$ cat config.mk
export PLATFORM = sky130hd
export DESIGN_NAME = json_motion_formatter
export DESIGN_NICKNAME = d
export VERILOG_FILES = /design/src/rtl/json_motion_formatter_pkg.sv /design/src/rtl/json_motion_formatter_digits.sv /design/src/rtl/json_motion_formatter.sv
export SDC_FILE = /design/constraint.sdc
export NUM_CORES = 1
export LEC_CHECK = 0
export CAP_MARGIN = 20
export CORE_UTILIZATION = 60
export CTS_CLUSTER_SIZE = 14
export DETAILED_ROUTE_END_ITERATION = 12
export PLACE_DENSITY = 0.87
export SYNTH_ARGS = -nofsm -noshare
export SYNTH_HDL_FRONTEND = slang
export SYNTH_SLANG_ARGS = --single-unit
$ cat constraint.sdc
create_clock -name clk -period 4.19 [get_ports clk]
set_clock_uncertainty 0.2 [all_clocks]
set_input_delay 0.419 -clock clk [delete_from_list [all_inputs] [get_ports clk]]
set_output_delay 0.419 -clock clk [all_outputs]
set_load 0.05 [all_outputs]
$ cat src/rtl/json_motion_formatter_pkg.sv
// Shared constants and state type for the JSON motion command formatter.
package json_cmd_pkg;

    localparam logic [7:0] ASC_LBRACE = 8'h7B;
    localparam logic [7:0] ASC_RBRACE = 8'h7D;
    localparam logic [7:0] ASC_QUOTE  = 8'h22;
    localparam logic [7:0] ASC_COLON  = 8'h3A;
    localparam logic [7:0] ASC_COMMA  = 8'h2C;
    localparam logic [7:0] ASC_DOT    = 8'h2E;
    localparam logic [7:0] ASC_MINUS  = 8'h2D;
    localparam logic [7:0] ASC_T      = 8'h54;
    localparam logic [7:0] ASC_L      = 8'h4C;
    localparam logic [7:0] ASC_R      = 8'h52;
    localparam logic [7:0] ASC_LF     = 8'h0A;
    localparam logic [7:0] ASC_ZERO   = 8'h30;

    localparam int FRAME_MAX_BYTES = 28;

    typedef enum logic [1:0] {IDLE, CONV_L, CONV_R, EMIT} fmt_state_t;

    function automatic logic [7:0] bcd_ascii(input logic [3:0] d);
        return ASC_ZERO + {4'h0, d};
    endfunction

endpackage

$ cat src/rtl/json_motion_formatter_digits.sv
// Sequential decimal splitter: magnitude 0..999 into integer, tens and units digits.
module dec_digit_extractor (
    input  logic       clk,
    input  logic       rst,
    input  logic       i_start,
    input  logic [9:0] i_mag,
    output logic       o_done,
    output logic [3:0] o_int,
    output logic [3:0] o_tens,
    output logic [3:0] o_units
);

    logic [9:0] r_rem;
    logic       r_busy;
    logic       r_done;
    logic [3:0] r_int;
    logic [3:0] r_tens;
    logic [3:0] r_units;

    // Hundreds steps, then tens steps, then one finishing cycle: at most 9+9+1 cycles.
    always_ff @(posedge clk) begin
        if (!rst) begin
            r_rem   <= 10'd0;
            r_busy  <= 1'b0;
            r_done  <= 1'b0;
            r_int   <= 4'd0;
            r_tens  <= 4'd0;
            r_units <= 4'd0;
        end else begin
            r_done <= 1'b0;
            if (i_start) begin
                r_rem  <= i_mag;
                r_int  <= 4'd0;
                r_tens <= 4'd0;
                r_busy <= 1'b1;
            end else if (r_busy) begin
                if (r_rem >= 10'd100) begin
                    r_rem <= r_rem - 10'd100;
                    r_int <= r_int + 4'd1;
                end else if (r_rem >= 10'd10) begin
                    r_rem  <= r_rem - 10'd10;
                    r_tens <= r_tens + 4'd1;
                end else begin
                    r_units <= r_rem[3:0];
                    r_busy  <= 1'b0;
                    r_done  <= 1'b1;
                end
            end
        end
    end

    assign o_done  = r_done;
    assign o_int   = r_int;
    assign o_tens  = r_tens;
    assign o_units = r_units;

endmodule

$ cat src/rtl/json_motion_formatter.sv
// Formats a clamped left/right speed pair as {"T":t,"L":[-]i.tu,"R":[-]i.tu} on a byte stream.
// Build option JSON_NEWLINE_EN appends a line feed that carries the last-byte flag.
module json_motion_formatter
    import json_cmd_pkg::*;
#(
    parameter int SPEED_W = 9,
    parameter int MAX_MAG = 100,
    parameter int T_CODE  = 1
) (
    input  logic                      clk,
    input  logic                      rst,
    input  logic                      i_cmd_valid,
    output logic                      o_cmd_ready,
    input  logic signed [SPEED_W-1:0] i_left_speed,
    input  logic signed [SPEED_W-1:0] i_right_speed,
    output logic                      o_out_valid,
    input  logic                      i_out_ready,
    output logic [7:0]                o_out_data,
    output logic                      o_out_last,
    output fmt_state_t                o_dbg_state
);

    localparam int EW = (SPEED_W > 11) ? SPEED_W + 1 : 12;
    localparam logic [4:0] POS_SIGN_L = 5'd11;
    localparam logic [4:0] POS_SIGN_R = 5'd21;
`ifdef JSON_NEWLINE_EN
    localparam logic [4:0] POS_LAST = 5'd27;
`else
    localparam logic [4:0] POS_LAST = 5'd26;
`endif

    fmt_state_t r_state, w_next;
    logic       w_start;
    logic [9:0] w_clamp_l, w_clamp_r, w_ext_mag;
    logic       w_ext_done;
    logic [3:0] w_ext_int, w_ext_tens, w_ext_units;
    logic       r_sign_l, r_sign_r;
    logic [9:0] r_mag_r;
    logic [3:0] r_l_i, r_l_t, r_l_u, r_r_i, r_r_t, r_r_u;
    logic [4:0] r_pos, w_pos_inc, w_next_pos;
    logic [7:0] w_next_byte;
    logic       r_out_valid, r_out_last;
    logic [7:0] r_out_data;

    function automatic logic [9:0] clamp_mag(input logic signed [SPEED_W-1:0] v);
        logic signed [EW-1:0] x;
        logic signed [EW-1:0] lim;
        x   = EW'(v);
        lim = EW'(MAX_MAG);
        if (x > lim || x < -lim) return 10'(MAX_MAG);
        else if (x[EW-1])        return 10'(-x);
        else                     return 10'(x);
    endfunction

    assign w_clamp_l = clamp_mag(i_left_speed);
    assign w_clamp_r = clamp_mag(i_right_speed);
    assign w_ext_mag = (r_state == IDLE) ? w_clamp_l : r_mag_r;

    dec_digit_extractor u_digits (
        .clk     (clk),
        .rst     (rst),
        .i_start (w_start),
        .i_mag   (w_ext_mag),
        .o_done  (w_ext_done),
        .o_int   (w_ext_int),
        .o_tens  (w_ext_tens),
        .o_units (w_ext_units)
    );

    always_ff @(posedge clk) begin
        if (!rst) r_state <= IDLE;
        else      r_state <= w_next;
    end

    always_comb begin
        w_next      = r_state;
        o_cmd_ready = 1'b0;
        w_start     = 1'b0;
        case (r_state)
            IDLE: begin
                o_cmd_ready = 1'b1;
                if (i_cmd_valid) begin
                    w_next  = CONV_L;
                    w_start = 1'b1;
                end
            end
            CONV_L: if (w_ext_done) begin
                w_next  = CONV_R;
                w_start = 1'b1;
            end
            CONV_R: if (w_ext_done) w_next = EMIT;
            EMIT:   if (r_out_valid && i_out_ready && r_out_last) w_next = IDLE;
            default: w_next = IDLE;
        endcase
    end

    // Template positions 11 and 21 are the sign slots; a positive or zero value skips them.
    always_comb begin
        w_pos_inc  = r_pos + 5'd1;
        w_next_pos = w_pos_inc;
        if ((w_pos_inc == POS_SIGN_L && !r_sign_l) || (w_pos_inc == POS_SIGN_R && !r_sign_r))
            w_next_pos = w_pos_inc + 5'd1;
    end

    always_comb begin
        w_next_byte = 8'h00;
        case (w_next_pos)
            5'd0:  w_next_byte = ASC_LBRACE;
            5'd1, 5'd3, 5'd7, 5'd9, 5'd17, 5'd19: w_next_byte = ASC_QUOTE;
            5'd2:  w_next_byte = ASC_T;
            5'd4, 5'd10, 5'd20: w_next_byte = ASC_COLON;
            5'd5:  w_next_byte = ASC_ZERO + 8'(T_CODE);
            5'd6, 5'd16: w_next_byte = ASC_COMMA;
            5'd8:  w_next_byte = ASC_L;
            5'd11, 5'd21: w_next_byte = ASC_MINUS;
            5'd12: w_next_byte = bcd_ascii(r_l_i);
            5'd13, 5'd23: w_next_byte = ASC_DOT;
            5'd14: w_next_byte = bcd_ascii(r_l_t);
            5'd15: w_next_byte = bcd_ascii(r_l_u);
            5'd18: w_next_byte = ASC_R;
            5'd22: w_next_byte = bcd_ascii(r_r_i);
            5'd24: w_next_byte = bcd_ascii(r_r_t);
            5'd25: w_next_byte = bcd_ascii(r_r_u);
            5'd26: w_next_byte = ASC_RBRACE;
            5'd27: w_next_byte = ASC_LF;
            default: w_next_byte = 8'h00;
        endcase
    end

    always_ff @(posedge clk) begin
        if (!rst) begin
            r_sign_l    <= 1'b0;
            r_sign_r    <= 1'b0;
            r_mag_r     <= 10'd0;
            r_l_i       <= 4'd0;
            r_l_t       <= 4'd0;
            r_l_u       <= 4'd0;
            r_r_i       <= 4'd0;
            r_r_t       <= 4'd0;
            r_r_u       <= 4'd0;
            r_pos       <= 5'd0;
            r_out_valid <= 1'b0;
            r_out_data  <= 8'h00;
            r_out_last  <= 1'b0;
        end else begin
            case (r_state)
                IDLE: if (i_cmd_valid) begin
                    r_sign_l <= i_left_speed[SPEED_W-1];
                    r_sign_r <= i_right_speed[SPEED_W-1];
                    r_mag_r  <= w_clamp_r;
                end
                CONV_L: if (w_ext_done) begin
                    r_l_i <= w_ext_int;
                    r_l_t <= w_ext_tens;
                    r_l_u <= w_ext_units;
                end
                CONV_R: if (w_ext_done) begin
                    r_r_i       <= w_ext_int;
                    r_r_t       <= w_ext_tens;
                    r_r_u       <= w_ext_units;
                    r_pos       <= 5'd0;
                    r_out_valid <= 1'b1;
                    r_out_data  <= ASC_LBRACE;
                    r_out_last  <= 1'b0;
                end
                EMIT: if (r_out_valid && i_out_ready) begin
                    if (r_out_last) begin
                        r_out_valid <= 1'b0;
                        r_out_last  <= 1'b0;
                        r_out_data  <= 8'h00;
                    end else begin
                        r_pos      <= w_next_pos;
                        r_out_data <= w_next_byte;
                        r_out_last <= (w_next_pos == POS_LAST);
                    end
                end
                default: ;
            endcase
        end
    end

    assign o_out_valid = r_out_valid;
    assign o_out_data  = r_out_data;
    assign o_out_last  = r_out_last;
    assign o_dbg_state = r_state;

endmodule

==> metrics.cfg <==
[critical_path]
cp_max_fo=10
rrSetupSlack_ns=0.65
critPathRequiredTime_ns=4.27
cp_slowest_cell=mux2i_1
critPathLaunch=r_pos[0]
startpoint_type=flop
path_class=reg2reg
crit_path_end_kind=flop
regToRegStartpoint=r_pos[0]
path_delay_family=compound AO/OA/AOI/OAI gates
slowest_delay_ns=0.53
crit_buf_inv=1
path_cells=clkinv_1 -> ha_1 -> and4b_1 -> a22o_1 -> mux2i_1 -> xnor2_1 -> nor3_1 -> nor4b_2 -> a31o_2 -> a311oi_2
worstPathArrival_ns=3.62

[die]
die_x_um=92.3
rows=32
core_area_mm2=0.00781
dieArea_mm2=0.00852
start_util_pct=62.7
die_h_um=92.3
io_pins=35

[clock_tree]
insertion_delay_ns=0.35
path_clk_slew_ns=0.08
cts_root_buffer=clkbuf_8
ctsHoldBuffers=0
cts_resized=0
clkSinkCount=76
clockBufferDepth=2
cts_tree=built
cts_buffers=9
cts_setup_buffers=0
htreeDepth=3

[timing]
rsz0062_at_grt=false
tightest_slew_ns=1.04
period_minus_slack_ns=3.54
setup_viol=0
min_period_over_period_pct=84.6
fmax_ghz=0.282
maxSlewHeadroom_pct=30.0
slew_viol_final=0
hold_viol_final=0
setup_tns_ns=0

[drt]
routedWlPerCell_um=17.3
drt_iter0_markers=297
antenna_left=0
wirelength_mm=13.2
post-route-drc-count=0
num_vias=4836
dr.pass1.iters=5
via_per_inst=6.33

[global_route]
overflow=0
grt_pass1_vias=4544
antenna_found_initial=0
grt_use_total_pct=32.0
grt_pass1_wl_mm=21.5
grt_max_degree=37

[synthesis]
ys_seq_area_share_pct=31.1
synth_edf_count=0
synthCells=645
syn_nets=684
synth_area_per_cell_um2=7.59
ys_warn_count=0
synth_cell_types=72
synth_area_mm2=0.00490
async_flop_share_pct=0
ys.flop_type=dfxtp_1
synth_seq_cells=76

[cells_and_area]
area_delta_synth_final_pct=11.7
final_layout_size_suffix_gt1_share_pct=6.04
register_area_mm2=0.00152
num-fill-cells=667
final_cells=764
final_cell_mix=nand2_1 (105), dfxtp_1 (76), nor2_1 (62)
diodes=0
layout_commonest_cell=nand2_1
fin_nets=696
final_util_pct=70.0
multiInputGateArea_mm2=0.00312

[place]
numPortBuffers=33
place_inst=748
gpl.final_weighted_congestion=0.976
place.detailed.hpwl_mm=9.88

[outcome]
outcome=completed

[power]
clkPwrFrac_pct=22.8
pwr-share-seq_pct=35.3
switching_share_pct=41.3
p_sw_mw=1.10
ir_drop_mv=0.391
power.leakage_nw=1.92
pwr-share-comb_pct=41.9
powerDensity_mw_per_mm2=485
p_int_mw=1.56

[min_path]
hp-start=u_digits.o_units[0]
hold_path_class=reg2reg

[run]
drv_cap=0

[tightest hold or removal path, delay by kind of cell (launching register included)]
kind / cells / cell delay (ns)
flops: 1 / 0.33
simple gates: 1 / 0.06
compound gates: 1 / 0.05
[stage by stage]
stage	hold WS (ns)	area, um^2	power [mW]	setup slack (ns)
2_1_floorplan	0.232	4900	1.75	1.06
3_3_place_gp	0.248	5230	2.01	0.809
3_5_place_dp	0.262	5250	2.05	0.743
4_1_cts	0.269	5470	2.65	0.724
5_1_grt	0.282	5470	2.81	0.399
6_report	0.263	5470	2.65	0.645
[sequential cells by signal, indices dropped and copies added, names as in the netlist, 5 cells and up]
register,flops
o_out_data,7
r_pos,5
r_mag_r,10
u_digits.r_rem,10
[cells by family (layout without fill, tap and decap cells)]
group / after synthesis / count (layout) / synth area share, %
buffers and inverters: 59 / 76 / 5.16
AND/OR/NAND/NOR: 265 / 265 / 25.7
adder cells (fa/ha/maj): 17 / 17 / 4.34
AO/OA/AOI/OAI: 186 / 186 / 25.0
other: 1 / 1 / 0.0766
XOR/XNOR: 29 / 29 / 6.03
multiplexers: 12 / 12 / 2.58
flip-flops: 76 / 76 / 31.1
[area by class of cell]
| cell class | count | share of cell area (%) |
|---|---|---|
| well taps | 102 | 2.33 |
| flip-flops and latches | 76 | 27.8 |
| multi-input cells | 510 | 57.1 |
| clock inverters | 5 | 1.17 |
| repair buffers | 41 | 7.51 |
| inverters | 19 | 1.30 |
| clock buffers | 11 | 2.77 |
[path summary, 6_finish.rpt]
kind / to / cells past startpoint
setup / recovery: o_out_data[1] / 10
hold / removal: r_r_u[0] / 2
setup reg to reg: o_out_data[1] / 10
hold reg to reg: r_r_u[0] / 2
[power by group through the flow]
| stage | Combinational [mW] | Clock (mW) | Sequential [mW] |
|---|---|---|---|
| after global placement | 1.07 | 0 | 0.948 |
| after floorplan | 0.711 | 0 | 1.04 |
| after global routing | 1.22 | 0.642 | 0.951 |
| after CTS | 1.11 | 0.609 | 0.934 |
| after detailed placement | 1.10 | 0 | 0.951 |
| final | 1.11 | 0.605 | 0.936 |
[layer usage]
layer | track usage, % | routed length [um]
met1 | 37.1 | 5440
met2 | 56.2 | 6510
met3 | 5.42 | 737
met4 | 16.5 | 517
met5 | 0 | 0
[cell usage after synthesis (all sizes together) (4+ instances only)]
cell / number / share of area, %
xnor2: 17 / 3.3
and3: 11 / 1.4
nor4: 6 / 0.77
buf: 12 / 1.6
a32oi: 4 / 0.72
a22oi: 11 / 1.7
xor2: 12 / 2.7
nor2b: 11 / 1.4
o31ai: 4 / 0.61
o211ai: 5 / 0.77
o21ai: 34 / 3.5
dfxtp: 76 / 31
o311ai: 5 / 0.89
o221ai: 5 / 0.89
a31oi: 10 / 1.3
nand2: 105 / 8.1
ha: 17 / 4.3
clkbuf: 28 / 2.1
mux2i: 10 / 2.0
nand3: 21 / 2.4
nor2: 63 / 5.0
nand4: 8 / 1.0
a311oi: 7 / 1.4
nand2b: 6 / 0.77
a211oi: 6 / 1.0
a21boi: 6 / 0.92
inv: 18 / 1.4
a21oi: 60 / 6.1
and2: 11 / 1.4
nor3: 9 / 0.92
Note: power is estimated with default switching activity, not from simulation.
